<file path="config.mk">
export PLATFORM = sky130hd
export DESIGN_NAME = and_pipe_arbiter
export DESIGN_NICKNAME = d
export VERILOG_FILES = /design/src/rtl/and_arb_pkg.sv /design/src/rtl/rr_arbiter.sv /design/src/rtl/and_pipe_arbiter.sv
export SDC_FILE = /design/constraint.sdc
export NUM_CORES = 1
export LEC_CHECK = 0
export ABC_AREA = 1
export CAP_MARGIN = 25
export CORE_MARGIN = 3
export CORE_UTILIZATION = 40
export DETAILED_ROUTE_END_ITERATION = 7
export PLACE_DENSITY = 0.81
export SETUP_SLACK_MARGIN = 0.02
export SYNTH_ARGS = -nofsm -noshare
export SYNTH_HDL_FRONTEND = slang
export SYNTH_SLANG_ARGS = --single-unit
</file>
<file path="constraint.sdc">
create_clock -name clk -period 2.62 [get_ports clk]
set_clock_uncertainty 0.05 [all_clocks]
set_input_delay 0.393 -clock clk [delete_from_list [all_inputs] [get_ports clk]]
set_output_delay 0.393 -clock clk [all_outputs]
set_load 0.03 [all_outputs]
</file>
<file path="src/rtl/and_arb_pkg.sv">
// Shared defaults and helpers for the arbitrated two-stage AND pipeline.
package and_arb_pkg;
  localparam int N_REQ_DEF = 4;
  localparam int W_DEF     = 8;
  localparam int ID_W_MAX  = 4;

  // An index width of at least one bit keeps ports legal for tiny N.
  function automatic int id_w(input int n);
    return (n <= 2) ? 1 : $clog2(n);
  endfunction

  typedef struct packed {
    logic                vld;
    logic [W_DEF-1:0]    data;
    logic [ID_W_MAX-1:0] id;
  } stage_t;
endpackage

</file>
<file path="src/rtl/rr_arbiter.sv">
// Combinational round-robin pick: first requester at or after ptr wins.
module rr_arbiter
  import and_arb_pkg::*;
#(
  parameter int N   = N_REQ_DEF,
  parameter int IDW = id_w(N)
)(
  input  logic [N-1:0]   req,
  input  logic [IDW-1:0] ptr,
  input  logic           en,
  output logic [N-1:0]   gnt,
  output logic [IDW-1:0] gnt_id,
  output logic           any
);
  logic [IDW:0]   sum;
  logic [IDW-1:0] idx;

  always_comb begin
    gnt    = '0;
    gnt_id = '0;
    any    = 1'b0;
    sum    = '0;
    idx    = '0;
    for (int k = 0; k < N; k++) begin
      sum = {1'b0, ptr} + (IDW+1)'(k);
      if (sum >= (IDW+1)'(N)) sum = sum - (IDW+1)'(N);
      idx = sum[IDW-1:0];
      if (!any && req[idx]) begin
        any    = 1'b1;
        gnt_id = idx;
      end
    end
    if (any && en) gnt[gnt_id] = 1'b1;
  end
endmodule

</file>
<file path="src/rtl/and_pipe_arbiter.sv">
// N_REQ requesters share one registered a&b pipe (ab stage, q stage), in order.
// Define AND_ARB_STATS_EN to add per-requester saturating grant counters.
module and_pipe_arbiter
  import and_arb_pkg::*;
#(
  parameter int N_REQ = N_REQ_DEF,
  parameter int W     = W_DEF
`ifdef AND_ARB_STATS_EN
  , parameter int CNT_W = 16
`endif
)(
  input  logic                       clk,
  input  logic                       reset_n,
  input  logic [N_REQ-1:0]           req_valid,
  input  logic [N_REQ-1:0][W-1:0]    req_a,
  input  logic [N_REQ-1:0][W-1:0]    req_b,
  output logic [N_REQ-1:0]           req_ready,
  output logic                       out_valid,
  output logic [W-1:0]               out_data,
  output logic [id_w(N_REQ)-1:0]     out_id,
  input  logic                       out_ready,
  output logic                       busy
`ifdef AND_ARB_STATS_EN
  ,
  input  logic                       stats_clr,
  output logic [N_REQ-1:0][CNT_W-1:0] grant_cnt
`endif
);
  localparam int ID_W = id_w(N_REQ);

  typedef struct packed {
    logic            vld;
    logic [W-1:0]    data;
    logic [ID_W-1:0] id;
  } stg_t;

  stg_t            ab_q, ab_d, q_q, q_d;
  logic [ID_W-1:0] ptr_q, ptr_d, gnt_id;
  logic [N_REQ-1:0] gnt;
  logic            any, s1_en, s2_en, accept;

  assign s2_en = !q_q.vld || out_ready;
  assign s1_en = !ab_q.vld || s2_en;

  // Gating with reset_n keeps req_ready low while the block is held in reset.
  rr_arbiter #(.N(N_REQ), .IDW(ID_W)) u_arb (
    .req    (req_valid),
    .ptr    (ptr_q),
    .en     (s1_en & reset_n),
    .gnt    (gnt),
    .gnt_id (gnt_id),
    .any    (any)
  );

  assign req_ready = gnt;
  assign accept    = |(req_valid & gnt);

  always_comb begin
    ab_d  = ab_q;
    q_d   = q_q;
    ptr_d = ptr_q;
    if (s2_en) q_d = ab_q;
    if (s1_en) begin
      ab_d.vld = accept;
      if (accept) begin
        ab_d.data = req_a[gnt_id] & req_b[gnt_id];
        ab_d.id   = gnt_id;
      end
    end
    if (accept) ptr_d = (gnt_id == ID_W'(N_REQ-1)) ? '0 : gnt_id + ID_W'(1);
  end

  always_ff @(posedge clk or negedge reset_n) begin
    if (!reset_n) begin
      ab_q  <= '0;
      q_q   <= '0;
      ptr_q <= '0;
    end else begin
      ab_q  <= ab_d;
      q_q   <= q_d;
      ptr_q <= ptr_d;
    end
  end

  assign out_valid = q_q.vld;
  assign out_data  = q_q.data;
  assign out_id    = q_q.id;
  assign busy      = ab_q.vld | q_q.vld;

`ifdef AND_ARB_STATS_EN
  logic [N_REQ-1:0][CNT_W-1:0] cnt_q, cnt_d;

  // Clear beats a coincident accept; counters stick at all-ones.
  always_comb begin
    cnt_d = cnt_q;
    for (int i = 0; i < N_REQ; i++) begin
      if (stats_clr) cnt_d[i] = '0;
      else if (req_valid[i] && gnt[i] && !(&cnt_q[i])) cnt_d[i] = cnt_q[i] + CNT_W'(1);
    end
  end

  always_ff @(posedge clk or negedge reset_n) begin
    if (!reset_n) cnt_q <= '0;
    else          cnt_q <= cnt_d;
  end

  assign grant_cnt = cnt_q;
`endif
endmodule

</file>
* Word level (Yosys, flattened, before mapping)
Cells that the tools add are included. W data, S select, Z words.
Storage, ports and cells: register bits after elaboration 24, input port bits 71, output and inout port bits 16, word-level logic and storage cells 72
Cells by class: add/sub/neg operators 8, $lt $le $gt $ge 10, equal/unequal tests 1, multiplexer cells 28, bitwise gates (word level) 4, reduce and logical (&&, ||, !) cells 14
Operator list (count):
- $bmux W8 S2 | 2
- $mux W2 | 9
- $mux W8 | 2
- $lt A2 B3 Y1 const B | 5
- $ge A3 B3 Y1 const B | 3
- $mux W1 | 9
- $and A8 B8 Y8 | 1
- $bmux W1 S2 | 4
- $sub A2 B1 Y2 const B | 4
- $add A2 B2 Y3 const B | 2
- $logic_and A1 B1 Y1 | 5
- $logic_not A1 Y1 | 5
- $and A4 B4 Y4 | 1
- $mux W4 | 1
- $reduce_or A4 Y1 | 1
- $add A2 B1 Y3 const B | 1
- $ge A2 B3 Y1 const B | 1
- $add A2 B1 Y2 const B | 1
- $demux W1 S2 | 1
- $eq A2 B2 Y1 const B | 1
- $ge A2 B1 Y1 const B | 1
- $logic_or A1 B1 Y1 | 2
- $reduce_and A2 Y1 | 1
- $and A1 B1 Y1 | 1
- $or A1 B1 Y1 | 1

* Depth between registers and ports, before layout
depth after elaboration 22, depth in mapped cells 20, depth with buffers taken out 18

* Hierarchy
From an unflattened synthesis, not the netlist that was laid out.
Second synthesis, totals: cells, all modules 220, area total of the unflattened synthesis 1717.9 µm²
Modules (own cells, without submodules):
- and_pipe_arbiter | instances 1, cells an instance 147, area each 1395.1 µm², seq. area each 600.6 µm²
- rr_arbiter | instances 1, cells an instance 73, area each 322.8 µm², seq. area each 0.0 µm²

* Least setup slack after synthesis
Ideal clock, no wire load.
path kind register -> output, start point register ptr_q[0], end point output port req_ready[2], data arrival time 2.057 ns, required time 2.177 ns, path slack 0.120 ns, cell stages (with the launch flop) 13, path buffers 2, cell sequence dfrtp_1 > buf_6 > inv_8 > nand2_1 > nand3_1 > nand2_2 > nor2_4 > nand4_1 > nand2_4 > buf_2 > ha_1 > inv_1 > nor2_1
Between the ends: cells in the longest elaborated chain, start to end 19, elaborated cells between the ends (all ways) 44, classes of those cells add/sub (7); order compare (6); mux (23); reduce/logical (8)
RTL lines:
- start: declaration | line and_pipe_arbiter.sv:38 | logic [ID_W-1:0] ptr_q, ptr_d, gnt_id;
- start signal: assignment | line and_pipe_arbiter.sv:81 | ptr_q <= ptr_d;
- parallel branches: the longest is 18 deep, another holds $add A2 B1 Y3
- $mux W4 (*) | line rr_arbiter.sv:33 | if (any && en) gnt[gnt_id] = 1'b1;
- end: declaration | line and_pipe_arbiter.sv:17 | output logic [N_REQ-1:0] req_ready,
Mark *: on every way between the ends. The select of a mux whose other input is x is not followed.

* Worst setup path in the final report
Ends and elaborated chain as after synthesis.

==> results.toml <==
[synth]
syn-mean-instance-area_um2 = 6.157
synth-xor-area-share = 0
synth_top_cell_area_share = 0.2893
yosysSeqAreaShare = 0.2755
synthTopCellsByCount = "168 x nand2_1, 50 x inv_1, 35 x nand4_1"
yosysMostFrequentCell = "nand2_1"
synth_fa_ha_area_frac = 0.01148
synth_edf_count = 0
synth_cells = 354
synth-simple-area-share = 0.5448
synth_top_family_by_area = "simple AND/OR/NAND/NOR gates"
synthFlopType = "dfrtp_1"
synth_cell_type_count = 27
yosysTopAreaCell = "nand2_1"
synth_mux_area_frac = 0
netlist_area_um2 = 2180
synth_seq_cells = 24
postSynth.asyncResetShare = 1.000
synth_warnings = 0
synth_area_leaders = "nand2_1 29%, dfrtp_1 28%, nand4_1 10%, inv_1 8.6%, nand3_1 4.6%"
synth_compound_area_frac = 0.02181
syn_nets = 427

[finish]
area_growth_pct = 55.11
diodes = 0
layout.nets = 526
ff_latch_area_um2 = 603.1
multiInputGateArea_um2 = 1334
drive_gt1_frac = 0.1814
nFillCells = 442
fin_area_um2 = 3381

[die]
core-area_um2 = 5172
pin_count = 87
num_rows = 26
die_h_um = 79.82
dieArea_um2 = 6370
initial_core_util = 0.4214
dieWidth_um = 79.82

[setup_path]
rrSetupSlack_ns = 0.23
required_ns = 2.18
r2r-end = "ptr_q[1]$_DFFE_PN0P_"
rr_worst_depth = 16
path_cells = "buf_6, nand2_2, nand2_2, nand2_2, nand2_2, nor2_4, nand4_1, nand2_4, ha_4, inv_1, nor2_1, buf_4"
path_common_cell = "nand2_2"
r2r-start = "ptr_q[0]$_DFFE_PN0P_"
slowest_stage = "dfrtp_2"
start_kind = "flip-flop"
crit_type = "reg -> out"
end_kind = "output pin"
slowest_delay_ns = 0.47
cp_max_fo = 4
cp.arrival_ns = 2.11

[timing]
max_freq_ghz = 0.3910
finalCriticalPeriod_ns = 2.557
period_share = 0.9760
setup_viol = 0
fin_tns_setup_ns = 0
tightest_slew_ns = 0.3370
slew_violations = 0
hold_slack_ns = 0.4384
setup_slack_ns = 0.06276
slew_headroom = 0.7753
hold_violations = 0

[worst_hold_path]
worstHoldStart = "ab_q[10]$_DFFE_PN0P_"
whs_endpoint = "out_valid$_DFFE_PN0P_"
hold_class = "reg -> reg"
hold_depth = 2

[routing]
vias_per_cell = 4.944
dr.pass1.iters = 5
drt_iter0_markers = 113
ant_nets = 0
vias = 2581
routed_wl_um = 6846
drc_errors = 0
wl_per_cell_um = 13.11

[power]
sequentialPowerShare = 0.121
p_clk_frac = 0.048
p_sw_w = 0.002873
sw_frac_of_total = 0.5517
p_int_w = 0.002335
leakagePower_nw = 1.834
peakVddDrop_uv = 846.7
power_density_nw_per_um2 = 1541
pwr-share-comb = 0.832

[clocking]
cts-root-buf = "clkbuf_8"
htree_num_levels = 1
cts.sinks = 24
insertion_delay_ns = 0.27
cts_tree = "built"
path_clk_slew_ns = 0.08
cts.path.max_buffers = 2
cts_buffers = 3

[place]
place_hpwl_um = 4991
place.gp.congestion = 0.8773
place_ws_ns = -0.06392
placed_area_um2 = 3132
port_buffers = 86

[global_route]
grt_antenna_before_repair = 0
first_global_vias = 2525
grt_pass1_wl_um = 10740
grt_max_degree = 33
gr-total-overflow = 0
grt_usage = 0.2086

[run]
max_cap_viol_count = 0

[status]
status = "finished, final reports clean"
==> flip-flops by register name, summed over array words and instances, names as in the netlist <==
name       flops
ab_q          11
out_data       8
out_id         2
ptr_q          2
out_valid      1
==> worst max path at each step <==
stage                              start                  end  cells past startpoint
floorplan           ptr_q[0]$_DFFE_PN0P_         req_ready[2]                     12
finish              ptr_q[0]$_DFFE_PN0P_         req_ready[2]                     12
detailed placement          req_valid[3]  ab_q[8]$_DFFE_PN0P_                     17
global route        ptr_q[0]$_DFFE_PN0P_         req_ready[3]                     13
global placement            req_valid[3]  ab_q[7]$_DFFE_PN0P_                     17
CTS                         req_valid[3]         req_ready[1]                     13
==> placed cells by master (no fill, tap or decap) <==
| master | Yosys | routed |
|---|---|---|
| dfrtp_1 | 24 | 22 |
| clkinv_1 | 1 | 1 |
| inv_4 | 1 | 2 |
| o21ai_2 | 2 | 3 |
| nand4_1 | 35 | 35 |
| o21ai_0 | 3 | 3 |
| inv_8 | 1 | 1 |
| nor2_1 | 3 | 3 |
| ha_4 | 0 | 2 |
| nand3_1 | 20 | 18 |
| nand2_2 | 6 | 15 |
| inv_2 | 3 | 5 |
| buf_12 | 0 | 1 |
| clkdlybuf4s50_1 | 0 | 80 |
| dlymetal6s2s_1 | 0 | 2 |
| nand3_2 | 9 | 11 |
| nand2_1 | 168 | 158 |
| clkbuf_8 | 0 | 4 |
| nor2_4 | 1 | 2 |
| dfrtp_2 | 0 | 2 |
| inv_1 | 50 | 47 |
| buf_4 | 2 | 23 |
| nand2_4 | 1 | 2 |
| nand3_4 | 4 | 4 |
| buf_6 | 1 | 4 |
| buf_8 | 1 | 1 |
| o211a_1 | 1 | 1 |
==> final cells by class <==
| type | count | area share |
|---|---|---|
| timing repair buffer | 111 | 0.3190 |
| tap | 70 | 0.02591 |
| inverter | 56 | 0.06588 |
| clock buffer | 4 | 0.01628 |
| multi-input combinational | 257 | 0.3945 |
| sequential | 24 | 0.1784 |
==> worst max-delay path: cells and delay by family, from the launching register on <==
family	cells	cell delay, ns
buffers and inverters	3	0.35
AND/OR/NAND/NOR	8	0.87
adder cells (fa/ha/maj)	1	0.14
flip-flops	1	0.47
==> timing repair <==
action                     in CTS  in global routing
setup buffers                   0                 10
pin swaps                       0                 11
resized for setup               3                 35
cloned                          0                  0
setup endpoints to repair       4                  6
hold buffers                    0                  0
==> cells by family after synthesis <==
group / Yosys count
AOI/OAI and AO/OA: 7
buffers and inverters: 73
and+or+nand+nor: 248
adders and majority gates: 2
DFF: 24
==> routing by layer <==
layer,global-route usage,routed length (µm),vias to the layer above
met3,0.02257,323,12
met5,0,0,-
met1,0.2477,2751,1169
met2,0.3923,3652,90
met4,0.05912,118,0
li1,-,-,1310
==> power by group through the flow <==
stage	registers, W	clock network, W	logic, W
final	0.000628	0.000249	0.00433
after global routing	0.000646	0.000273	0.00480
after CTS	0.000633	0.000255	0.00382
after detailed placement	0.000637	0	0.00377
after global placement	0.000636	0	0.00368
after floorplan	0.000724	0	0.00267
==> per-stage QoR <==
stage / utilization / total power (W) / cells
2_1_floorplan: - / 0.003393 / 354
3_3_place_gp: 0.6055 / 0.004321 / 508
3_5_place_dp: 0.6055 / 0.004406 / 508
4_1_cts: 0.6178 / 0.004708 / 512
5_1_grt: 0.6536 / 0.005723 / 522
6_report: 0.6536 / 0.005209 / 522
No activity file was read; power rests on OpenSTA's default activity.
